[src/rtl/mem_stage.sv]
// -----------------------------------------------------------------------------
// mem_stage : memory-access pipeline stage (between execute and write-back)
//
// Purpose
//   Latches execute-stage results and waits for the variable-latency data-SRAM
//   read response of a load. It then extracts the byte or halfword and extends
//   it to 32 bits. It hands the result to write-back under a valid/allow_in
//   handshake, and publishes forwarding and load-hazard information for the
//   decode stage.
//
// Ports
//   clk, reset          clock, synchronous active-high reset
//   es_to_ms_valid      execute stage offers an instruction
//   ms_allow_in         this stage can accept an instruction this cycle
//   es_pc/es_rf_we/es_rf_waddr/es_rf_wdata/es_load_op
//                       execute payload (es_rf_wdata is the address for loads)
//   data_sram_data_ok   one-cycle read response strobe
//   data_sram_rdata     read response word
//   ws_allow_in         write-back stage can accept
//   ms_to_ws_valid      result offered to write-back
//   ms_pc, ms_rf_we, ms_rf_waddr, ms_rf_wdata
//                       write-back payload
//   ms_fwd_valid        ms_rf_wdata may be forwarded this cycle
//   ms_load_pending     valid load still waiting for its data
//   ms_ale              (MS_ALIGN_CHK_EN only) misaligned load in this stage
//
// Configuration
//   `define MS_ALIGN_CHK_EN to enable misaligned-load detection. A misaligned
//   ld.h/ld.hu/ld.w then completes at once with its register write suppressed,
//   and it does not wait for a memory response.
//
// Load op encoding: 000 none, 001 ld.b, 010 ld.h, 011 ld.w, 101 ld.bu, 110 ld.hu
// -----------------------------------------------------------------------------
module mem_stage #(
    parameter logic [31:0] RESET_PC = 32'h1c00_0000
) (
    input  logic        clk,
    input  logic        reset,
    input  logic        es_to_ms_valid,
    output logic        ms_allow_in,
    input  logic [31:0] es_pc,
    input  logic [3:0]  es_rf_we,
    input  logic [4:0]  es_rf_waddr,
    input  logic [31:0] es_rf_wdata,
    input  logic [2:0]  es_load_op,
    input  logic        data_sram_data_ok,
    input  logic [31:0] data_sram_rdata,
    input  logic        ws_allow_in,
    output logic        ms_to_ws_valid,
    output logic [31:0] ms_pc,
    output logic [3:0]  ms_rf_we,
    output logic [4:0]  ms_rf_waddr,
    output logic [31:0] ms_rf_wdata,
    output logic        ms_fwd_valid,
    output logic        ms_load_pending
`ifdef MS_ALIGN_CHK_EN
    ,
    output logic        ms_ale
`endif
);

    // IDLE: no outstanding response. WAIT: a response is due.
    // HOLD: the response arrived while write-back was stalled, so the word
    // is parked in rdata_buf_r.
    typedef enum logic [1:0] {
        IDLE = 2'd0,
        WAIT = 2'd1,
        HOLD = 2'd2
    } state_t;

    state_t      state_r;
    logic        ms_valid_r;
    logic [31:0] pc_r;
    logic [3:0]  rf_we_r;
    logic [4:0]  rf_waddr_r;
    logic [31:0] alu_r;
    logic [2:0]  load_op_r;
    logic [31:0] rdata_buf_r;

    logic        is_load_s;
    logic        ale_s;
    logic        ready_go_s;
    logic        accept_s;
    logic        incoming_wait_s;
    logic [31:0] raw_s;
    logic [31:0] ext_s;
    logic [3:0]  rf_we_s;

    // Select the addressed byte/halfword and extend it according to the load type.
    function automatic logic [31:0] load_extend(input logic [2:0]  op,
                                                input logic [1:0]  addr,
                                                input logic [31:0] raw);
        logic [7:0]  b;
        logic [15:0] h;
        logic [31:0] res;
        case (addr)
            2'b00:   b = raw[7:0];
            2'b01:   b = raw[15:8];
            2'b10:   b = raw[23:16];
            2'b11:   b = raw[31:24];
            default: b = raw[7:0];
        endcase
        h = addr[1] ? raw[31:16] : raw[15:0];
        case (op)
            3'b001:  res = {{24{b[7]}}, b};
            3'b101:  res = {24'h00_0000, b};
            3'b010:  res = {{16{h[15]}}, h};
            3'b110:  res = {16'h0000, h};
            3'b011:  res = raw;
            default: res = raw;
        endcase
        return res;
    endfunction

`ifdef MS_ALIGN_CHK_EN
    // Halfword loads need addr[0]==0 and word loads need addr[1:0]==0.
    // Byte loads are always aligned.
    function automatic logic is_misaligned(input logic [2:0] op,
                                           input logic [1:0] addr);
        logic res;
        case (op)
            3'b010, 3'b110: res = addr[0];
            3'b011:         res = (addr != 2'b00);
            default:        res = 1'b0;
        endcase
        return res;
    endfunction
`endif

    // Handshake, completion and hazard terms derived from the pipeline register.
    always_comb begin
        is_load_s = ms_valid_r && (load_op_r != 3'b000);
`ifdef MS_ALIGN_CHK_EN
        ale_s = ms_valid_r && is_misaligned(load_op_r, alu_r[1:0]);
`else
        ale_s = 1'b0;
`endif
        // A misaligned load never issues a request, so it is done at once.
        ready_go_s = !is_load_s
                     || ((state_r == WAIT) && data_sram_data_ok)
                     || (state_r == HOLD)
                     || ale_s;
        ms_allow_in = !ms_valid_r || (ready_go_s && ws_allow_in);
        accept_s    = ms_allow_in && es_to_ms_valid;
        // The incoming instruction will wait for a response only if it is a
        // load that actually goes to memory.
`ifdef MS_ALIGN_CHK_EN
        incoming_wait_s = accept_s && (es_load_op != 3'b000)
                          && !is_misaligned(es_load_op, es_rf_wdata[1:0]);
`else
        incoming_wait_s = accept_s && (es_load_op != 3'b000);
`endif
    end

    // Load-data path: use the parked word while stalled in HOLD, else the live bus.
    always_comb begin
        if (state_r == HOLD) begin
            raw_s = rdata_buf_r;
        end else begin
            raw_s = data_sram_rdata;
        end
        ext_s = load_extend(load_op_r, alu_r[1:0], raw_s);
    end

    // Write enable is qualified by the valid bit and is killed for a misaligned load.
    always_comb begin
        if (ms_valid_r && !ale_s) begin
            rf_we_s = rf_we_r;
        end else begin
            rf_we_s = 4'h0;
        end
    end

    assign ms_to_ws_valid  = ms_valid_r && ready_go_s;
    assign ms_pc           = pc_r;
    assign ms_rf_we        = rf_we_s;
    assign ms_rf_waddr     = rf_waddr_r;
    assign ms_rf_wdata     = is_load_s ? ext_s : alu_r;
    assign ms_fwd_valid    = ms_valid_r && (rf_we_s != 4'h0) && ready_go_s;
    assign ms_load_pending = is_load_s && !ready_go_s;
`ifdef MS_ALIGN_CHK_EN
    assign ms_ale          = ale_s;
`endif

    // Pipeline register: valid bit and payload captured from the execute stage.
    always_ff @(posedge clk) begin
        if (reset) begin
            ms_valid_r <= 1'b0;
            pc_r       <= RESET_PC;
            rf_we_r    <= 4'h0;
            rf_waddr_r <= 5'd0;
            alu_r      <= 32'h0000_0000;
            load_op_r  <= 3'b000;
        end else begin
            if (ms_allow_in) begin
                ms_valid_r <= es_to_ms_valid;
            end
            // Payload is held when nothing valid is offered.
            if (accept_s) begin
                pc_r       <= es_pc;
                rf_we_r    <= es_rf_we;
                rf_waddr_r <= es_rf_waddr;
                alu_r      <= es_rf_wdata;
                load_op_r  <= es_load_op;
            end
        end
    end

    // Response FSM: tracks the outstanding read and parks a response that
    // arrives while write-back is stalled. A data_ok outside WAIT is ignored.
    always_ff @(posedge clk) begin
        if (reset) begin
            state_r     <= IDLE;
            rdata_buf_r <= 32'h0000_0000;
        end else begin
            case (state_r)
                IDLE: begin
                    if (ms_allow_in) begin
                        state_r <= incoming_wait_s ? WAIT : IDLE;
                    end
                end
                WAIT: begin
                    if (data_sram_data_ok) begin
                        if (ws_allow_in) begin
                            // Drain now. A load accepted in the same cycle
                            // keeps the FSM in WAIT for its own response.
                            state_r <= incoming_wait_s ? WAIT : IDLE;
                        end else begin
                            rdata_buf_r <= data_sram_rdata;
                            state_r     <= HOLD;
                        end
                    end
                end
                HOLD: begin
                    if (ws_allow_in) begin
                        state_r <= incoming_wait_s ? WAIT : IDLE;
                    end
                end
                default: begin
                    state_r <= IDLE;
                end
            endcase
        end
    end

endmodule

[config.mk]
export PLATFORM = sky130hd
export DESIGN_NAME = mem_stage
export DESIGN_NICKNAME = d
export VERILOG_FILES = /design/src/rtl/mem_stage.sv
export SDC_FILE = /design/constraint.sdc
export NUM_CORES = 1
export LEC_CHECK = 0
export ABC_AREA = 1
export BUFFER_PORTS_ARGS = -buffer_cell sky130_fd_sc_hd__clkbuf_2
export CAP_MARGIN = 30
export CELL_PAD_IN_SITES_DETAIL_PLACEMENT = 1
export CELL_PAD_IN_SITES_GLOBAL_PLACEMENT = 1
export CORE_UTILIZATION = 34
export CTS_CLUSTER_SIZE = 10
export DETAILED_ROUTE_END_ITERATION = 6
export HOLD_SLACK_MARGIN = 0.08
export PLACE_DENSITY_LB_ADDON = 0.1
export SYNTH_ARGS = -nofsm -noshare
export SYNTH_HDL_FRONTEND = slang
export SYNTH_SLANG_ARGS = --single-unit
[constraint.sdc]
create_clock -name clk -period 1.74 [get_ports clk]
set_clock_uncertainty 0.05 [all_clocks]
set_input_delay 0.087 -clock clk [delete_from_list [all_inputs] [get_ports clk]]
set_output_delay 0.087 -clock clk [all_outputs]
set_load 0.01 [all_outputs]
==> flow_metrics.tcl <==
set metrics [dict create \
    status "finished, violations left" \
    violations "negative setup slack" \
    numCtsBuffers 9 \
    path_clk_slew_ns 0.09 \
    worst_pin_slew_ns 0.530 \
    portBuffers 189 \
    fin_ws_ns -0.637 \
    critical_path.max_fanout 24 \
    cap_violations 0 \
    h-tree-depth 3 \
    routedWlPerCell_um 24.7 \
    finalCriticalPeriod_ns 2.38 \
    drt_iter0_drc 545 \
    yosys_register_bits 111 \
    clk_latency_ns 0.38 \
    setup_violations 124 \
    final.fill_count 1827 \
    crit_path_end_kind "primary output" \
    cp.required_ns 1.60 \
    hold_viol_final 0 \
    cpPeakStageDelay_ns 0.39 \
    cp.arrival_ns 2.24 \
    timing.setup.tns_ns -33.86 \
    start_util_pct 35.4 \
    first_pass_iters 5 \
    placeableCoreArea_um2 15400 \
    root_buffer "clkbuf_16" \
    drv_slew 0 \
    die_w_um 129 \
    ys_seq_area_share_pct 40.7 \
    worstSetupPathType "reg2out" \
    nets 1305 \
    wirelength_mm 34.7 \
    syn_nets 944 \
    overflow 0 \
    postLayoutCellArea_um2 10400 \
    ys_types 29 \
    antenna_found_initial 1 \
    cts_buffer_depth 2 \
    timing.fmax_mhz 421 \
    cellLeakagePower_nw 4.95 \
    num_vias 7952 \
    dieArea_um2 16600 \
    via_per_inst 5.65 \
    clock_sinks 111 \
    syn_to_final_growth_pct 91.0 \
    power_mw 7.68 \
    vdd_drop_max_v 0.000591 \
    worstPathCellList "inv_4, nor2_4, buf_6, nand2_2, nand3_1, nand4_1, nand3_2, buf_12, nand3_1, nand2_1, inv_1, clkbuf_2" \
    yosysWarnings 0 \
    synth_cells 831 \
    syn_avg_cell_area_um2 6.57 \
    min_path_type "in2reg" \
    drive_above_1_share_pct 44.4 \
    grt_pass1_wl_mm 37.7 \
    grt_pass1_vias 7252 \
    dpl_cell_area_um2 6990 \
    tritoncts "yes" \
    drc 0 \
    cp_slowest_cell "dfxtp_4" \
    diodes 0 \
    grt_max_degree 63 \
    p_per_area_nw_per_um2 736 \
    path_buf_inv 5 \
    drtAntennaViolNets 0 \
    die_h_um 129 \
    gr-usage-all-layers_pct 29.6 \
    netlist_area_um2 5460 \
    hold_ws_ns 0.170 \
    cpMostUsedCell "nand3_1" \
    grt_setup_unrepaired "true" \
    place_congestion 0.855 \
    start_kind "register" \
    critPathTopFamily "simple AND/OR/NAND/NOR gates" \
    hpwl_mm 13.5 \
    slew_headroom_pct 64.7 \
    io_pins 190 \
    period_share_pct 137 \
    rows 45 \
]
==> cells by family after synthesis <==
logic type / synth area share [%]
and+or+nand+nor: 28.3
AOI/OAI and AO/OA: 20.4
buffers and inverters: 10.6
DFF: 40.7
==> where the power goes <==
part / leakage (nW) / switching, mW / internal (mW)
clock: 0.152 / 1.12 / 1.18
combinational: 3.89 / 1.41 / 1.14
sequential: 0.914 / 0.132 / 2.70
total: 4.95 / 2.66 / 5.02
==> worst register-to-register path, stage by stage, from the launching register on <==
cell and delay, ns:
dfxtp_2 0.36, inv_2 0.07, buf_6 0.12, nand3_4 0.10, nand2_8 0.09, buf_6 0.14, o21ai_4 0.16, nand2_4 0.16
nand2_8 0.13, buf_6 0.14, clkbuf_16 0.17, o21ai_2 0.06, a21oi_1 0.21
==> layer usage <==
metal | share of wire, % | track usage [%]
met1 | 37 | 33.4
met2 | 51 | 55.5
met3 | 7.3 | 6.28
met4 | 5.2 | 8.44
met5 | 0 | 0
==> state kept, by name (all words and copies together) (netlist names) <==
register / count
ms_rf_waddr: 5
ms_valid_r: 1
ms_pc: 32
rf_we_r: 4
state_r: 2
alu_r: 32
load_op_r: 3
rdata_buf_r: 32
==> cells in the final DEF (no fill, tap or decap), types with 3 or more instances in the layout <==
cell,instances
clkbuf_2,174
nand2_1,152
dlygate4sd3_1,110
dfxtp_1,107
inv_1,72
a21oi_2,66
nor2_1,60
buf_4,54
a21oi_1,51
nand3_1,49
o21ai_0,44
nand2_4,39
nand2_2,30
clkbuf_16,21
buf_12,20
o21ai_2,16
nand3_2,15
buf_6,15
nand3_4,13
o21ai_4,13
buf_2,13
a22o_1,7
o211ai_1,6
buf_16,4
buf_8,4
nor2_4,3
inv_2,3
nand4_1,3
nand2_8,3
or2_2,3
or2_4,3
==> area by class of cell <==
type / instances / area (um^2) / area share (%)
sequential: 111 / 2230 / 21.4
inverter: 78 / 295 / 2.83
multi-input combinational: 585 / 3810 / 36.5
clock inverter: 6 / 75.1 / 0.720
tap: 211 / 264 / 2.53
timing repair buffer: 407 / 3510 / 33.7
clock buffer: 10 / 239 / 2.29
==> worst paths after layout <==
check                                   from              end  slack, ns  depth (start not counted)
worst max-delay path              state_r[1]  ms_rf_wdata[26]      -0.64                         12
worst min register to register     alu_r[19]        alu_r[19]       0.41                          2
worst max register to register  load_op_r[1]        alu_r[16]      -0.33                         12
worst min-delay path                   reset        ms_pc[18]       0.17                          3
==> cells in the mapped netlist, drive strengths merged <==
master    n  share of area [%]
a22o      7                1.1
buf      31                3.4
a41oi     1               0.16
a31oi     1               0.11
o31ai     1               0.14
nand2   223                 16
nor2     65                4.6
o211ai    6               0.82
clkinv    2               0.14
a21o      1               0.14
o21ai    73                6.8
or2       6               0.69
dfxtp   111                 41
nand3    77                7.1
inv      76                5.2
a32oi     1               0.16
nand4     3               0.34
clkbuf   27                1.9
a22oi     1               0.14
a21oi   118                 11
==> timing repair <==
action,CTS,global route
gates cloned,7,15
setup buffers,13,14
pin swaps,13,52
endpoints found under the setup margin,74,116
resized for setup,87,280
hold buffers,110,0
hold endpoints to repair,110,0
==> per-stage QoR <==
| step | setup WS, ns | instances | utilization, % |
|---|---|---|---|
| after floorplan | 0.153 | 831 | - |
| after global placement | -0.126 | 1238 | 45.3 |
| after detailed placement | -0.128 | 1238 | 45.3 |
| after CTS | -0.400 | 1384 | 58.5 |
| after global routing | -0.672 | 1408 | 67.6 |
| final | -0.637 | 1408 | 67.6 |
No activity file was read; power rests on OpenSTA's default activity.
